$ cat src/rtl/fp16_pkg.sv
// Shared FP16 format constants, operand classes and divider state encoding.
// The helper functions sort operands into classes and pick the special-case outcome of a divide.
package fp16_pkg;

   localparam int EXP_BIAS = 15;
   localparam int EXP_MAX  = 31;
   localparam int FRAC_W   = 10;
   localparam int QBITS    = 13;

   localparam logic [15:0] QNAN    = 16'h7E00;
   localparam logic [15:0] POS_INF = 16'h7C00;
   localparam logic [15:0] NEG_INF = 16'hFC00;

   typedef enum logic [1:0] {ZERO, NORM, INF, NAN} op_class_t;
   typedef enum logic [1:0] {IDLE, DIV, RND} div_state_t;

   // Denormals have no hidden bit in this datapath, so they are flushed to ZERO.
   function automatic op_class_t classify(input logic [15:0] x);
      op_class_t cls;
      if (x[14:10] == 5'd0)
         cls = ZERO;
      else if (x[14:10] != 5'(EXP_MAX))
         cls = NORM;
      else if (x[FRAC_W-1:0] == '0)
         cls = INF;
      else
         cls = NAN;
      return cls;
   endfunction

   // NORM means "use the arithmetic result"; any other class overrides it.
   function automatic op_class_t resolve_class(input op_class_t ca, input op_class_t cb);
      op_class_t res;
      if (ca == NAN || cb == NAN)
         res = NAN;
      else if (ca == INF && cb == INF)
         res = NAN;
      else if (ca == ZERO && cb == ZERO)
         res = NAN;
      else if (ca == INF)
         res = INF;
      else if (cb == INF)
         res = ZERO;
      else if (cb == ZERO)
         res = INF;
      else if (ca == ZERO)
         res = ZERO;
      else
         res = NORM;
      return res;
   endfunction

endpackage

$ cat src/rtl/fp16_div_round.sv
// Normalise and round-to-nearest-even stage of the FP16 divider.
// Turns the raw 13-bit quotient, remainder flag and biased exponent into the final FP16 word.
module fp16_div_round
   import fp16_pkg::*;
(
   input  logic [QBITS-1:0] q,
   input  logic             rem_nz,
   input  logic signed [6:0] e,
   input  logic             sign,
   input  op_class_t        cls,
   output logic [15:0]      result
);

   logic [FRAC_W-1:0] frac_raw;
   logic [FRAC_W:0]   frac_sum;
   logic              guard;
   logic              sticky;
   logic              inc;
   logic signed [6:0] e_adj;
   logic signed [6:0] e_fin;

   always_comb begin
      frac_raw = '0;
      guard    = 1'b0;
      sticky   = 1'b0;
      e_adj    = e;
      // A quotient below 1.0 has its leading one at q[11] and costs one exponent step.
      if (q[QBITS-1]) begin
         frac_raw = q[QBITS-2:2];
         guard    = q[1];
         sticky   = q[0] | rem_nz;
      end else begin
         frac_raw = q[QBITS-3:1];
         guard    = q[0];
         sticky   = rem_nz;
         e_adj    = e - 7'sd1;
      end

      inc      = guard & (sticky | frac_raw[0]);
      frac_sum = {1'b0, frac_raw} + {{FRAC_W{1'b0}}, inc};
      e_fin    = frac_sum[FRAC_W] ? e_adj + 7'sd1 : e_adj;

      case (cls)
         NAN:     result = QNAN;
         INF:     result = sign ? NEG_INF : POS_INF;
         ZERO:    result = {sign, 15'd0};
         default: begin
            if (e_fin >= 7'(EXP_MAX))
               result = sign ? NEG_INF : POS_INF;
            else if (e_fin <= 7'sd0)
               result = {sign, 15'd0};
            else
               result = {sign, e_fin[4:0], frac_sum[FRAC_W-1:0]};
         end
      endcase
   end

endmodule

$ cat src/rtl/div_fp16.sv
// Iterative FP16 divider: restoring one-quotient-bit-per-cycle loop, then a round stage.
// Every operation takes the same 14 cycles from accepted start to the done pulse.
module div_fp16
   import fp16_pkg::*;
(
   input  logic        clk,
   input  logic        nRST,
   input  logic        start,
   input  logic [15:0] a,
   input  logic [15:0] b,
   output logic [15:0] result,
   output logic        done,
   output logic        busy
);

   div_state_t        state_q, state_d;
   logic              sign_q, sign_d;
   logic signed [6:0] exp_q, exp_d;
   op_class_t         cls_q, cls_d;
   logic [FRAC_W:0]   mb_q, mb_d;
   logic [FRAC_W+1:0] rem_q, rem_d;
   logic [QBITS-1:0]  quo_q, quo_d;
   logic [3:0]        cnt_q, cnt_d;
   logic [15:0]       result_q, result_d;
   logic              done_q, done_d;

   logic [FRAC_W+1:0] rem_sub;
   logic              qbit;
   logic [15:0]       round_result;

   fp16_div_round u_round (
      .q      (quo_q),
      .rem_nz (|rem_q),
      .e      (exp_q),
      .sign   (sign_q),
      .cls    (cls_q),
      .result (round_result)
   );

   always_comb begin
      state_d  = state_q;
      sign_d   = sign_q;
      exp_d    = exp_q;
      cls_d    = cls_q;
      mb_d     = mb_q;
      rem_d    = rem_q;
      quo_d    = quo_q;
      cnt_d    = cnt_q;
      result_d = result_q;
      done_d   = 1'b0;
      rem_sub  = rem_q;
      qbit     = 1'b0;

      case (state_q)
         IDLE: begin
            if (start) begin
               sign_d  = a[15] ^ b[15];
               exp_d   = $signed({2'b00, a[14:10]}) - $signed({2'b00, b[14:10]}) + 7'(EXP_BIAS);
               cls_d   = resolve_class(classify(a), classify(b));
               mb_d    = {1'b1, b[FRAC_W-1:0]};
               rem_d   = {2'b01, a[FRAC_W-1:0]};
               quo_d   = '0;
               cnt_d   = 4'(QBITS - 1);
               state_d = DIV;
            end
         end
         DIV: begin
            if (rem_q >= {1'b0, mb_q}) begin
               rem_sub = rem_q - {1'b0, mb_q};
               qbit    = 1'b1;
            end
            // rem_sub stays below mb, so the shift never drops a set bit.
            rem_d = rem_sub << 1;
            quo_d = {quo_q[QBITS-2:0], qbit};
            if (cnt_q == 4'd0)
               state_d = RND;
            else
               cnt_d = cnt_q - 4'd1;
         end
         RND: begin
            result_d = round_result;
            done_d   = 1'b1;
            state_d  = IDLE;
         end
         default: state_d = IDLE;
      endcase
   end

   always_ff @(posedge clk or negedge nRST) begin
      if (!nRST) begin
         state_q  <= IDLE;
         sign_q   <= 1'b0;
         exp_q    <= '0;
         cls_q    <= ZERO;
         mb_q     <= '0;
         rem_q    <= '0;
         quo_q    <= '0;
         cnt_q    <= '0;
         result_q <= '0;
         done_q   <= 1'b0;
      end else begin
         state_q  <= state_d;
         sign_q   <= sign_d;
         exp_q    <= exp_d;
         cls_q    <= cls_d;
         mb_q     <= mb_d;
         rem_q    <= rem_d;
         quo_q    <= quo_d;
         cnt_q    <= cnt_d;
         result_q <= result_d;
         done_q   <= done_d;
      end
   end

   assign result = result_q;
   assign done   = done_q;
   assign busy   = (state_q != IDLE);

endmodule

$ cat config.mk
export PLATFORM = sky130hd
export DESIGN_NAME = div_fp16
export DESIGN_NICKNAME = d
export VERILOG_FILES = /design/src/rtl/fp16_pkg.sv /design/src/rtl/fp16_div_round.sv /design/src/rtl/div_fp16.sv
export SDC_FILE = /design/constraint.sdc
export NUM_CORES = 1
export LEC_CHECK = 0
export CAP_MARGIN = 20
export CORE_ASPECT_RATIO = 0.6
export CORE_MARGIN = 5
export CORE_UTILIZATION = 62
export CTS_CLUSTER_SIZE = 14
export DETAILED_ROUTE_END_ITERATION = 12
export GPL_ROUTABILITY_DRIVEN = 0
export GPL_TIMING_DRIVEN = 0
export PLACE_DENSITY = 0.94
export SLEW_MARGIN = 20
export SYNTH_ARGS = -nofsm -noshare
export SYNTH_HDL_FRONTEND = slang
export SYNTH_SLANG_ARGS = --single-unit
$ cat constraint.sdc
create_clock -name clk -period 5.8 [get_ports clk]
set_clock_uncertainty 0.2 [all_clocks]
set_input_delay 0.58 -clock clk [delete_from_list [all_inputs] [get_ports clk]]
set_output_delay 0.58 -clock clk [all_outputs]
set_load 0.01 [all_outputs]
== Word-level counts from Yosys, hierarchy flattened ==
Index checks and enable logic that the tools add are counted.
W data, S select, Z words.
Word-level totals
  flip-flop bits (word level): 69
  logic and storage cells: 95
  input port bits: 35
Operators by class
  multiplexer cells: 39
  $lt $le $gt $ge: 3
  reduce and logical (&&, ||, !) cells: 19
  add/subtract/negate cells: 7
  equality and inequality tests: 13
  bitwise gates (word level): 4
Operators with widths (count)
  $pmux W16 S3: 1
  $mux W16: 2
  $mux W2: 16
  $pmux W13 S2: 1
  $pmux W12 S2: 1
  $logic_not A10 Y1: 2
  $mux W15: 1
  $eq A2 B2 Y1 const B: 7
  $mux W7: 2
  $mux W13: 1
  $ge A12 B11 Y1: 1
  $mux W12: 1
  $reduce_or A12 Y1: 1
  $add A10 B1 Y11: 1
  $mux W11: 1
  $sub A11 B11 Y11: 1
  $logic_not A5 Y1: 2
  $mux W10: 1
  $ne A5 B5 Y1 const B: 2
  $logic_not A2 Y1: 4
  $mux W4: 2
  $pmux W4 S2: 1
  $add A6 B5 Y7 const B: 1
  $add A7 B2 Y7 const B: 1
  other kinds (18): 31

== Longest topological paths before layout ==
Gate-level depths: netlist of the first run.
  depth after elaboration: 14
  gate-level depth with buffers: 15
  gate-level depth less buffers: 11

== Cells and area by module ==
Synthesis of the first run repeated with hierarchy kept, for this count alone.
Second synthesis, totals
  cells, all modules: 574
  area, all modules: 4948.5 µm²
By module, submodules not included
  div_fp16: area an instance 3776.1 µm², cells each 414, times used 1
  fp16_div_round: area an instance 1172.4 µm², cells each 160, times used 1

== Worst setup path before layout of the first run ==
No wires, ideal clock.
  path type: reg2reg
  from: register quo_q[12]
  to: register result_q[0], in the netlist result[0]
  arrival: 3542 ps
  buffers on the path: 4
  cell stages (with the launch flop): 15
  setup time: 104 ps
  clock period less this slack: 3846 ps
  path slack: 1954 ps
  cell sequence: dfrtp_1 buf_2 buf_2 buf_1 clkbuf_1 nand2_1 a21boi_0 ha_1 nand2_1 nor4_4 nand2_1 nor4_2 o2bb2ai_1 mux2_4 o41ai_2
On the way
  longest elaborated chain between the ends: 9
Ends and longest elaborated chain
  from (decl): RTL line div_fp16.sv:22  | logic [QBITS-1:0] quo_q, quo_d;
  from (signal assigned): RTL line div_fp16.sv:108  | quo_q <= quo_d;
  $mux W1 / $mux W10 (equally long branches): RTL line fp16_div_round.sv:28  | if (q[QBITS-1]) begin
  $or A1 B1 Y1: RTL line fp16_div_round.sv:39  | inc = guard & (sticky | frac_raw[0]);
  $and A1 B1 Y1: RTL line fp16_div_round.sv:39
  $add A10 B1 Y11: RTL line fp16_div_round.sv:40  | frac_sum = {1'b0, frac_raw} + {{FRAC_W{1'b0}}, inc};
  $mux W7: RTL line fp16_div_round.sv:41  | e_fin = frac_sum[FRAC_W] ? e_adj + 7'sd1 : e_adj;
  $le A7 B1 Y1: RTL line fp16_div_round.sv:50  | else if (e_fin <= 7'sd0)
  $mux W15: RTL line fp16_div_round.sv:50
  $mux W16 *: RTL line fp16_div_round.sv:48  | if (e_fin >= 7'(EXP_MAX))
  $pmux W16 S3 *: RTL line fp16_div_round.sv:43  | case (cls)
  to (signal assigned): RTL line div_fp16.sv:110  | result_q <= result_d;
  to (decl): RTL line div_fp16.sv:24  | logic [15:0] result_q, result_d;
Every way passes the cells marked *; elsewhere a longest branch is shown, timed or not.
A chain may end at the register's enable or synchronous reset.

== Worst setup path in the final report of the first run ==
  from: register quo_q[12]
  to: register result_q[2], in the netlist result[2]
The elaborated chain is that of the path after synthesis.

==> summary.txt, run 1 <==
Outcome: completed
Worst slew pin tran: 0.719 ns
Mapped Area: 4800 µm²
Syn Area/Cell: 8.60 µm²
Final period util: 85.0%
RSZ-0062 raised after global routing: false
Hold depth: 2
Setup TNS: 0 ns
Pins Over Slew Limit: 0
Die X: 124 µm
Hold-fix buffer count after cts: 1
# DRC: 0
Clk buf depth: 2
Die outline height: 78.1 µm
Routed Wire Length: 13.6 mm
Total track usage: 29.3%
Sequential fraction of the synthesis area: 36.0%
Initial DRC Count: 536
Worst reg2reg setup slack: 0.87 ns
Largest area contributor in the netlist: dfrtp_1
Post-Synthesis Cells: 558
Worst hold path endpoint: mb_q[10]$_DFFE_PN0P_
TritonRoute pass-1 iters: 5
Gr ovfl total: 0
Min Clock Period, post-route: 4.93 ns
Port Buffer Count: 52
Pre-CTS setup slack: 1.02 ns
Post-synth top flop: dfrtp_1
Post-synth EDFFs: 0
Final WS setup: 0.871 ns
Setup crit start: quo_q[12]$_DFFE_PN0P_
P per Cell Area: 610 nW/µm²
Max-cap viol count: 0
Critical path type: flip-flop to flip-flop
Leak pwr: 2.54 nW
Root Driver: clkbuf_16
Routed via count: 4,593
Post-route ant nets: 0
Req. time, crit path: 5.83 ns
Post-DR vias/cell: 6.29
Seq cells post-synth: 69
Final net count: 681
Post-DP HPWL: 9.94 mm
Final Hold Vio Count: 0
Reg2Reg Launch Point: quo_q[12]$_DFFE_PN0P_
Reg2Reg Depth: 14
CTS Sinks: 69
CTS tree: yes
Synth Net Count: 616
FFs w/ async S/R, synth: 100%
Placeable Area: 7390 µm²
Post-synth top cells: 88 x nand2_1, 69 x dfrtp_1, 42 x o21ai_0
First-pass GRT wire length: 22.1 mm
Vias in the first global route: 4,375
Startpoint types: flip-flop
Antenna violations before repair: 0
Ant diodes: 0
Critical path arrival: 4.96 ns
Critical Path End Type: flip-flop
Synth area leaders: dfrtp_1 36%, nand2_1 6.9%, ha_1 5.5%
Proportion of layout cells with a drive suffix above 1: 6.23%
Worst VDD drop: 331 µV
Hold Path Class: flip-flop to flip-flop
Resize count post-CTS: 0
CTS buffer count: 9
Final setup violating endpoints: 0
RR Endpoint: result[2]$_DFFE_PN0P_
Drt wl/cell: 18.6 µm
Area Overhead vs Synth: 20.6%
Largest net degree at the start of global routing: 59
Critical hold path startpoint: mb_q[10]$_DFFE_PN0P_
Fmax: 203 MHz
Ports: 53
Number of setup buffers added after CTS: 0
Post-synth top area share: 36.0%
Effective utilization at floorplan: 64.9%
Ys Warns: 0
Count leader, synth: nand2_1
Number of distinct library cells after synthesis: 62
Clock transition at path regs: 0.05 ns
Rel. slew slack: 52.1%
Critical path fanouts, max: 10
Die area: 9650 µm²
Rows: 24
Clock latency at the later pin of the worst-skew pair: 0.34 ns
CTS H-tree depth: 3
sequential cells by signal, indices dropped and copies added, names as in the netlist:
name	count
cls_q	2
cnt_q	4
done	1
exp_q	7
mb_q	11
quo_q	13
rem_q	12
result	16
sign_q	1
state_q	2
metrics by stage:
stage               cell area (µm²)  util, %  hold slack [ns]  total power [mW]  std cells
floorplan                      4800        -           0.0844              2.32        558
finish                         5780     78.3            0.253              3.53        730
detailed placement             5470     74.1            0.243              2.87        715
CTS                            5780     78.3            0.257              3.46        730
global placement               5450     73.7            0.232              2.74        714
global route                   5780     78.3            0.270              3.75        730
layout make-up:
class / count / area [µm²]
Multi-Input combinational cell: 427 / 2830
Sequential cell: 69 / 1730
Fill cell: 467 / 1600
Timing Repair Buffer: 54 / 556
Clock buffer: 13 / 270
Tap cell: 104 / 130
Inverter: 34 / 128
Buffer: 28 / 118
Clock inverter: 1 / 30.0
kinds of logic after synthesis:
kind of cell	count (synthesis)	synth area share, %
simple gates	208	21.8
buf+inv	62	5.11
compound gates	138	19.5
fa+ha+maj	23	6.31
xor+xnor	37	6.76
mux	21	4.54
flops	69	36.0
placed cells by master (no fill, tap or decap), types with 8 or more instances in the layout:
cell type,count
nand2_1,88
xnor2_1,21
o21ai_0,42
mux2i_1,18
clkdlybuf4s50_1,51
nor2_1,30
nor3_1,11
clkbuf_16,9
and3_1,9
inv_1,33
a21oi_1,29
a21o_1,10
nand3_1,18
clkbuf_1,19
nand2b_1,8
o41ai_2,8
ha_1,21
dfrtp_1,69
xor2_1,16
worst max path at each step:
| stage | end | slack [ns] |
|---|---|---|
| after floorplan | result[0]$_DFFE_PN0P_ | 1.95 |
| after global placement | result[6]$_DFFE_PN0P_ | 1.29 |
| after detailed placement | result[0]$_DFFE_PN0P_ | 1.02 |
| after CTS | result[0]$_DFFE_PN0P_ | 0.99 |
| after global routing | result[0]$_DFFE_PN0P_ | 0.56 |
| final | result[2]$_DFFE_PN0P_ | 0.87 |
worst max-delay path, stage by stage (launching register included):
cell,delay (ns)
dfrtp_1,0.41
buf_2,0.27
buf_2,0.28
buf_1,0.54
clkbuf_1,0.42
nand2_1,0.08
a21boi_0,0.20
ha_1,0.23
nand2_1,0.12
nor4_4,0.50
nand2_1,0.29
nor4_2,0.42
o2bb2ai_1,0.16
mux2_4,0.36
o41ai_2,0.34
per-layer routing:
layer  track usage [%]  vias to the layer above  wire length, µm
met4              6.85                        0              220
li1                  -                     2108                -
met5                 0                        -                0
met1              39.7                     2191             5770
met2              45.0                      260             6110
met3              10.6                       34             1460
where the power goes:
part | total, mW | internal (mW) | switching (mW)
Combinational | 2.09 | 0.842 | 1.25
Sequential | 0.872 | 0.683 | 0.189
Clock | 0.567 | 0.363 | 0.203
(Power assumes the default switching activity.)
==> run 2: changes to the inputs <==
--- a/config.mk
+++ b/config.mk
@@ -8,12 +8,12 @@
 export CAP_MARGIN = 20
 export CORE_ASPECT_RATIO = 0.6
 export CORE_MARGIN = 5
-export CORE_UTILIZATION = 62
+export CORE_UTILIZATION = 57
 export CTS_CLUSTER_SIZE = 14
 export DETAILED_ROUTE_END_ITERATION = 12
 export GPL_ROUTABILITY_DRIVEN = 0
 export GPL_TIMING_DRIVEN = 0
-export PLACE_DENSITY = 0.94
+export PLACE_DENSITY = 0.88
 export SLEW_MARGIN = 20
 export SYNTH_ARGS = -nofsm -noshare
 export SYNTH_HDL_FRONTEND = slang
==> constraint.sdc (replaced) <==
create_clock -name clk -period 4.9 [get_ports clk]
set_clock_uncertainty 0.2 [all_clocks]
set_input_delay 0.49 -clock clk [delete_from_list [all_inputs] [get_ports clk]]
set_output_delay 0.49 -clock clk [all_outputs]
set_load 0.01 [all_outputs]
==> run 2 against run 1 <==
  * Maximum frequency increased by 12%
  * Worst setup slack got worse by 0.36 ns
  * Global-route usage decreased by 1.3 points
  * Total power increased by 16%
  * Cell area decreased by 0.17%
  * Clock power increased by 6.2%
  * Routed wire length increased by 0.83%
  * Via count increased by 0.50%
  * Combinational power increased by 17%
  * Largest power group unchanged
  * Highest routed layer unchanged
==> summary.txt, run 2 (same netlist as run 1, synthesis figures left out) <==
Gr ovfl total: 0 (unchanged)
Final WS setup: 0.515 ns (-0.356 ns)
Setup crit end: result[5]$_DFFE_PN0P_
Critical path arrival: 4.41 ns (-0.55 ns)
Crit path buf inv count: 4 (unchanged)
Setup crit start: quo_q[12]$_DFFE_PN0P_
Setup TNS: 0 ns (unchanged)
Placeable Area: 8040 µm² (+8.8%)
Ports: 53 (unchanged)
Worst slew pin tran: 0.752 ns (+0.0329 ns)
FF/Latch Area: 1730 µm² (unchanged)
Cell Area, Placed: 5480 µm² (about the same)
Clk buf depth: 2 (unchanged)
Final period util: 89.5% (+4.5 points)
Max stage delay on crit path: 0.43 ns (-0.11 ns)
Cell repeated most along the worst path: nand2_1
Effective utilization at floorplan: 59.7% (-5.3 points)
Initial DRC Count: 449 (-16%)
Port Buffer Count: 52 (unchanged)
Outcome: completed
Resize count post-CTS: 0 (unchanged)
Fill cells: 587 (+26%)
# DRC: 0 (unchanged)
Routed Wire Length: 13.7 mm (+0.83%)
Die outline height: 81.1 µm (+3.7%)
Max-cap viol count: 0 (unchanged)
Worst VDD drop: 264 µV (-20%)
Largest net degree at the start of global routing: 46 (-22%)
Pre-CTS setup slack: 0.146 ns (-0.870 ns)
Root Driver: clkbuf_16
Rel. slew slack: 49.4% (-2.7 points)
Post-route ant nets: 0 (unchanged)
Hold Path Class: flip-flop to flip-flop
Crit-path cells: buf_2 > buf_2 > clkbuf_1 > nand2_1 > a21boi_0 > ha_1 > nand2_1 > nor4_4 > buf_4 > nand2_1 > nor4_2 > o2bb2ai_1 > mux2_4 > o41ai_2
Met3 Usage GRT: 7.29% (-3.3 points)
Drt wl/cell: 18.6 µm (about the same)
Total track usage: 27.9% (-1.3 points)
Final net count: 683 (+0.29%)
Clock latency at the later pin of the worst-skew pair: 0.34 ns (about the same)
Leak pwr: 2.54 nW (about the same)
CTS H-tree depth: 3 (unchanged)
Rows: 25 (+4.2%)
CTS Sinks: 69 (unchanged)
Post-route cell area: 5770 µm² (-0.17%)
Final core occ: 71.8% (-6.5 points)
Die area: 10,400 µm² (+7.8%)
CTS buffer count: 9 (unchanged)
Worst Hold Slack: 0.289 ns (+0.0365 ns)
Family with the most delay on the worst path: buffers and inverters
M2 GR Usage: 42.4% (-2.6 points)
Commonest non-fill, non-tap cell in the layout: nand2_1
First-pass GRT wire length: 22.7 mm (+3.0%)
Clock transition at path regs: 0.05 ns (about the same)
Most used routing layer in global routing: met2
Logic depth of the worst path, buffers included: 14 (unchanged)
Final setup violating endpoints: 0 (unchanged)
Routed via count: 4,616 (+0.50%)
Final Hold Vio Count: 0 (unchanged)
P per Cell Area: 709 nW/µm² (+16%)
Antenna violations before repair: 0 (unchanged)
Critical path fanouts, max: 19 (+9)
Slowest cell on crit path: dfrtp_1
Req. time, crit path: 4.93 ns (-0.90 ns)
Multi-input combinational cell area: 2830 µm² (unchanged)
RSZ-0062 raised after global routing: false
CTS tree: yes
Worst reg2reg setup slack: 0.51 ns (-0.36 ns)
Commonest non-fill, non-tap cells in the layout: 88 x nand2_1, 69 x dfrtp_1, 51 x clkdlybuf4s50_1
Fmax: 228 MHz (+12%)
Critical Path End Type: flip-flop
TritonRoute pass-1 iters: 5 (unchanged)
GRT met1 Usage: 38.4% (-1.3 points)
Ant diodes: 0 (unchanged)
Vias in the first global route: 4,659 (+6.5%)
Startpoint types: flip-flop
Critical path type: flip-flop to flip-flop
Reg2Reg Launch Point: quo_q[12]$_DFFE_PN0P_
Pins Over Slew Limit: 0 (unchanged)
Post-DR vias/cell: 6.27 (-0.32%)
RR Endpoint: result[5]$_DFFE_PN0P_
Post-DP HPWL: 10.1 mm (+2.0%)
Area Overhead vs Synth: 20.3%
Reg2Reg Depth: 14 (unchanged)
Die X: 128 µm (+3.9%)
Max reg flops: 16 (unchanged)
Min Clock Period, post-route: 4.39 ns (-0.544 ns)
Proportion of layout cells with a drive suffix above 1: 6.69% (+0.46 points)
-- run 2: what timing repair did --
item	4_1_cts	5_1_grt
hold endpoints to repair	24	0
endpoints found under the setup margin	0	14
setup buffers	0	3
hold buffers	1	0
-- run 2: worst min-delay path, cell delays in order, from the launching register on --
cell and delay (ns):
dfrtp_1 0.32, inv_1 0.07, nand2_1 0.06
-- run 2: metal layers --
metal / up-vias / wire length, µm
li1: 2109 / -
met1: 2236 / 5920
met2: 229 / 6170
met3: 42 / 1250
met4: 0 / 340
met5: - / 0
-- run 2: worst min-delay path by stage --
stage / startpoint / endpoint / slack, ns / cells past startpoint
final: mb_q[10]$_DFFE_PN0P_ / mb_q[10]$_DFFE_PN0P_ / 0.29 / 2
after global routing: result[2]$_DFFE_PN0P_ / result[2]$_DFFE_PN0P_ / 0.30 / 2
after CTS: mb_q[10]$_DFFE_PN0P_ / mb_q[10]$_DFFE_PN0P_ / 0.28 / 2
after detailed placement: nRST / rem_q[5]$_DFFE_PN0P_ / 0.23 / 1
after global placement: mb_q[10]$_DFFE_PN0P_ / mb_q[10]$_DFFE_PN0P_ / 0.24 / 2
after floorplan: nRST / cls_q[0]$_DFFE_PN0P_ / -0.006 / 0
-- run 2: layout make-up --
| type | count | share of cell area [%] |
|---|---|---|
| tap | 108 | 2.34 |
| sequential | 69 | 29.9 |
| clock buffer | 12 | 4.44 |
| timing repair buffer | 57 | 10.0 |
| inverter | 34 | 2.21 |
| buffer | 27 | 1.97 |
| clock inverter | 2 | 0.173 |
| multi-input combinational | 427 | 48.9 |
-- run 2: where the power goes --
group / internal (mW) / switching, mW
logic: 0.995 / 1.45
clock network: 0.363 / 0.239
registers: 0.809 / 0.234
total: 2.17 / 1.93
-- run 2: metrics by stage --
step	cells	power [mW]
2_1_floorplan	558	2.75
3_3_place_gp	718	3.24
3_5_place_dp	719	3.40
4_1_cts	734	4.03
5_1_grt	736	4.38
6_report	736	4.09
